==> src/rtl/fetch_redirect_unit.sv <==
// Fetch-stage PC generator with an in-order request tag queue and a small instruction FIFO.
// A decode-stage redirect squashes everything queued or in flight and restarts at the target.
module fetch_redirect_unit #(
    parameter logic [31:0] RESET_PC        = 32'h0000_0000,
    parameter int          FIFO_DEPTH      = 2,
    parameter int          MAX_OUTSTANDING = 2
) (
    input  logic        clk,
    input  logic        reset,
    input  logic        target_pc_valid,
    input  logic [31:0] target_pc,
    output logic        imem_req_valid,
    input  logic        imem_req_ready,
    output logic [31:0] imem_req_addr,
    input  logic        imem_resp_valid,
    input  logic [31:0] imem_resp_data,
    output logic        instr_valid,
    input  logic        instr_ready,
    output logic [31:0] instr,
    output logic [31:0] instr_pc,
    output logic [31:0] instr_pc4
);

    localparam int CNT_W  = $clog2(MAX_OUTSTANDING + 1);
    localparam int QCNT_W = $clog2(FIFO_DEPTH + 1);
    localparam int TPTR_W = (MAX_OUTSTANDING > 1) ? $clog2(MAX_OUTSTANDING) : 1;
    localparam int QPTR_W = (FIFO_DEPTH > 1) ? $clog2(FIFO_DEPTH) : 1;
    localparam logic [TPTR_W-1:0] TPTR_LAST = TPTR_W'(MAX_OUTSTANDING - 1);
    localparam logic [QPTR_W-1:0] QPTR_LAST = QPTR_W'(FIFO_DEPTH - 1);
    localparam logic [7:0]        DEPTH_W8  = 8'(FIFO_DEPTH);
    localparam logic [CNT_W-1:0]  MAX_OUT   = CNT_W'(MAX_OUTSTANDING);
    localparam logic [QCNT_W-1:0] Q_FULL    = QCNT_W'(FIFO_DEPTH);

    logic [31:0]        pc;
    logic [CNT_W-1:0]   inflight;
    logic [CNT_W-1:0]   drop;

    logic [31:0]        tag_addr [MAX_OUTSTANDING];
    logic [TPTR_W-1:0]  tag_wr;
    logic [TPTR_W-1:0]  tag_rd;

    logic [31:0]        q_data [FIFO_DEPTH];
    logic [31:0]        q_pc   [FIFO_DEPTH];
    logic [QPTR_W-1:0]  q_wr;
    logic [QPTR_W-1:0]  q_rd;
    logic [QCNT_W-1:0]  q_count;

    logic [7:0]         credit_used;
    logic               fire;
    logic               resp;
    logic               drop_word;
    logic               push;
    logic               pop;

    // Live (non-squashed) requests plus buffered words must fit in the FIFO, so a push never overflows.
    assign credit_used    = 8'(inflight) - 8'(drop) + 8'(q_count);
    assign imem_req_valid = !reset && !target_pc_valid && (inflight < MAX_OUT)
                            && (credit_used < DEPTH_W8);
    assign imem_req_addr  = reset ? RESET_PC : pc;
    assign fire           = imem_req_valid && imem_req_ready;

    assign resp      = imem_resp_valid && !reset;
    assign drop_word = resp && (drop != '0);
    assign push      = resp && !drop_word && !target_pc_valid;

    assign instr_valid = !reset && !target_pc_valid && (q_count != '0);
    assign pop         = instr_valid && instr_ready;
    assign instr       = instr_valid ? q_data[q_rd] : 32'd0;
    assign instr_pc    = instr_valid ? q_pc[q_rd] : 32'd0;
    assign instr_pc4   = instr_valid ? q_pc[q_rd] + 32'd4 : 32'd0;

    always_ff @(posedge clk) begin
        if (reset) begin
            pc       <= RESET_PC;
            inflight <= '0;
            drop     <= '0;
            tag_wr   <= '0;
            tag_rd   <= '0;
            q_wr     <= '0;
            q_rd     <= '0;
            q_count  <= '0;
        end else begin
            inflight <= inflight + CNT_W'(fire) - CNT_W'(resp);
            if (fire) tag_wr <= (tag_wr == TPTR_LAST) ? '0 : tag_wr + 1'b1;
            if (resp) tag_rd <= (tag_rd == TPTR_LAST) ? '0 : tag_rd + 1'b1;
            if (target_pc_valid) begin
                // Every request still outstanding after this edge belongs to the old path.
                pc      <= target_pc & 32'hFFFF_FFFC;
                drop    <= inflight - CNT_W'(resp);
                q_count <= '0;
                q_wr    <= '0;
                q_rd    <= '0;
            end else begin
                if (fire) pc <= pc + 32'd4;
                if (drop_word) drop <= drop - 1'b1;
                if (push) q_wr <= (q_wr == QPTR_LAST) ? '0 : q_wr + 1'b1;
                if (pop) q_rd <= (q_rd == QPTR_LAST) ? '0 : q_rd + 1'b1;
                q_count <= q_count + QCNT_W'(push) - QCNT_W'(pop);
            end
        end
    end

    always_ff @(posedge clk) begin
        if (fire) tag_addr[tag_wr] <= pc;
        if (push) begin
            q_data[q_wr] <= imem_resp_data;
            q_pc[q_wr]   <= tag_addr[tag_rd];
        end
    end

    always_ff @(posedge clk) begin
        if (!reset) begin
            assert (!(imem_resp_valid && inflight == '0));
            assert (!(push && q_count == Q_FULL));
            assert (drop <= inflight);
        end
    end

endmodule

==> config.mk <==
export PLATFORM = sky130hd
export DESIGN_NAME = fetch_redirect_unit
export DESIGN_NICKNAME = d
export VERILOG_FILES = /design/src/rtl/fetch_redirect_unit.sv
export SDC_FILE = /design/constraint.sdc
export NUM_CORES = 1
export LEC_CHECK = 0
export CAP_MARGIN = 10
export CORE_ASPECT_RATIO = 2
export CORE_MARGIN = 3
export CORE_UTILIZATION = 35
export DETAILED_ROUTE_END_ITERATION = 8
export HOLD_SLACK_MARGIN = 0.03
export SLEW_MARGIN = 20
export SYNTH_ARGS = -nofsm -noshare
export SYNTH_HDL_FRONTEND = slang
export SYNTH_SLANG_ARGS = --single-unit
==> constraint.sdc <==
create_clock -name clk -period 10.4 [get_ports clk]
set_input_delay 2.08 -clock clk [delete_from_list [all_inputs] [get_ports clk]]
set_output_delay 2.08 -clock clk [all_outputs]
set_load 0.03 [all_outputs]
==> results.tsv <==
metric	value	unit
TritonRoute pass-1 iters	6	
GRT Total Usage	15.50	%
Die Area	32270	sq um
total CTS buffers	22	
worst min path class	flip-flop to flip-flop	
CP max-delay cell	clkdlybuf4s50_1	
antenna violations before repair	0	
WS Path Type	input port to output port	
Die X	128.5	um
Max-slew headroom	28.50	%
num rows	89	
Top delay family on crit path	buffers and inverters	
top cell type's share of synthesized area	52.57	%
CTS tree	done	
port bufs	191	
DR iter-0 viols	324	
CTS resizes	0	
Post-Syn Area	10510	sq um
number of distinct library cells after synthesis	60	
most common cell after layout, fill and taps aside	clkdlybuf4s50_1	
clock latency on the worst-skew pair	0.51	ns
Seq/Total Area, Yosys	60.56	%
Sink Count	226	
post-synthesis register bit count	226	
setup bufs post-CTS	0	
Vias	7297	
Leak	4.290	nW
Sum Neg Setup Slack	0	ns
n_diodes	0	
Gate Count Post-Synth	865	
crit path time final	7.200	ns
Hold Buf Count CTS	0	
CP Max Fanout	48	
Avg WL per Cell	18.38	um
P&R area growth vs syn	28.18	%
antenna viol nets, final	0	
Synth area leaders	edfxtp_1 53%, dfxtp_1 8.0%, mux2i_1 5.2%, mux2_2 4.3%, nor2_1 4.0%	
Worst Setup End Kind	output port	
nets@finish	1124	
hpwl dp	18400	um
syn avg cell area	12.15	sq um
share of layout cells above drive strength 1	8.893	%
ys flop type	edfxtp_1	
CTS Buffer Depth	3	
die height	251.1	um
Post-Route WL	26110	um
CTS Root Cell	clkbuf_16	
Yosys top cell by area	edfxtp_1	
IO Pins	200	
VDD IR-drop max	0.1094	mV
Startpoint Class	input port	
vias in the first global route	7246	
final core utilization	45.66	%
CORE AREA	29510	sq um
Clk pin slew, worst setup/hold paths	0.06	ns
RSZ-0062 raised after global routing	false	
worst path bufs/invs	5	
Max Clock Skew	0.009384	ns
max cap viols	0	
GPL Wtd Cong	0.8131	
largest net degree at the start of global routing	76	
commonest cells after routing, fill and taps aside	190 x clkdlybuf4s50_1, 184 x edfxtp_1, 108 x nor2_1	
H-tree depth	1	
Hold Fails Final Rpt	0	
Worst Path Required	8.32	ns
most used cell, CP	buf_4	
pwr dens	146.3	nW/um^2
Tcrit/Tclk final	69.23	%
gr ovfl total	0	
# setup viols final	0	
worst path arrival time	5.12	ns
Post-synth EDFFs	184	
Highest Clock Rate	138.9	MHz
DR DRC count	0	
Worst-Margin Slew	1.069	ns
run status	completed	
vias per inst	5.135	
Starting Density	35.62	%
fin. max-slew vios	0	
first-pass GRT wire length	39360	um
max incr delay on CP	0.60	ns
Critical Path, Cell by Cell	clkdlybuf4s50_1 > buf_4 > nor2_1 > o21ai_4 > buf_4 > buf_4 > nor2_1 > mux2_2 > clkdlybuf4s50_1	
Yosys warning total	0	
FFs w/ async S/R, synth	0	%
report_power, final:
| group | switching, mW | internal (mW) | total, mW |
|---|---|---|---|
| Sequential | 0.0229 | 1.01 | 1.03 |
| Combinational | 0.0871 | 0.0746 | 0.162 |
| Clock | 0.332 | 0.447 | 0.779 |
| Total | 0.442 | 1.53 | 1.97 |
routing by layer:
metal	wire length [um]	GRT usage, %	vias up
met2	14590	29.95	213
met4	1180	7.600	0
met5	0	0	-
met3	1114	1.659	63
met1	9223	16.12	3480
li1	-	-	3541
worst min-delay path: cells and delay by family (launching register included):
kind | cells | cell delay [ns]
compound gates | 1 | 0.05
flops | 1 | 0.35
simple gates | 1 | 0.07
through the flow:
| stage | area (sq um) | setup slack, ns | hold WS, ns | std cells | total power, mW |
|---|---|---|---|---|---|
| 2_1_floorplan | 10530 | 4.735 | 0.4202 | 870 | 1.144 |
| 3_3_place_gp | 12770 | 3.188 | 0.4973 | 1382 | 1.210 |
| 3_5_place_dp | 12770 | 3.148 | 0.4991 | 1382 | 1.214 |
| 4_1_cts | 13470 | 3.137 | 0.5195 | 1421 | 2.001 |
| 5_1_grt | 13470 | 3.010 | 0.5492 | 1421 | 2.055 |
| 6_report | 13470 | 3.200 | 0.5169 | 1421 | 1.972 |
sequential cells by signal, summed over array words and instances (netlist names), named ones only:
signal / cells
inflight: 2
q_data: 64
tag_addr: 60
tag_wr: 1
tag_rd: 1
drop: 2
q_count: 2
pc: 30
q_wr: 1
q_pc: 60
q_rd: 1
area by class of cell:
type	instances	area, sq um
flip-flops and latches	226	6370
clock inverters	10	85.08
clock buffers	29	619.3
multi-input cells	568	3864
repair buffers	204	2004
fillers	2712	16040
well taps	364	455.4
inverters	20	75.07
cells in the mapped netlist (9+ instances only):
library cell  count
xor2_1            9
o21ai_0          16
clkbuf_1         28
mux2_2           40
nor2b_1          28
and2_1           14
nand2_1          43
edfxtp_1        184
a211oi_1         13
inv_1            18
buf_4             9
nor2_1          111
nor3_1           16
buf_2            12
a21oi_1          17
xnor2_1          26
a22oi_1           9
mux2i_1          55
a31oi_1          10
ha_1             10
nor4_1           17
nand3_1          24
dfxtp_1          42
nand4_1          18
logic make-up (layout without fill, tap and decap cells):
family                   count (synthesis)  count (layout)  share of synthesized area (%)
adder cells (fa/ha/maj)                 12              12                          1.571
flip-flops                             226             226                          60.56
other                                    1               6                        0.03568
buffers and inverters                   76             263                          3.178
multiplexers                            95              95                          9.523
AND/OR/NAND/NOR                        317             317                          15.52
AO/OA/AOI/OAI                          103             103                          6.690
XOR/XNOR                                35              35                          2.916
final timing paths:
path / from / end / slack (ns) / cells after the start
worst max-delay path: target_pc_valid / instr_pc4[29] / 3.20 / 9
worst max register to register: inflight[0]$_SDFF_PP0_ / tag_addr[0][16]$_DFFE_PP_ / 6.63 / 10
worst min register to register: pc[17]$_SDFFE_PP0P_ / pc[17]$_SDFFE_PP0P_ / 0.52 / 2
worst min-delay path: pc[17]$_SDFFE_PP0P_ / pc[17]$_SDFFE_PP0P_ / 0.52 / 2
Note: power is estimated with default switching activity, not from simulation.
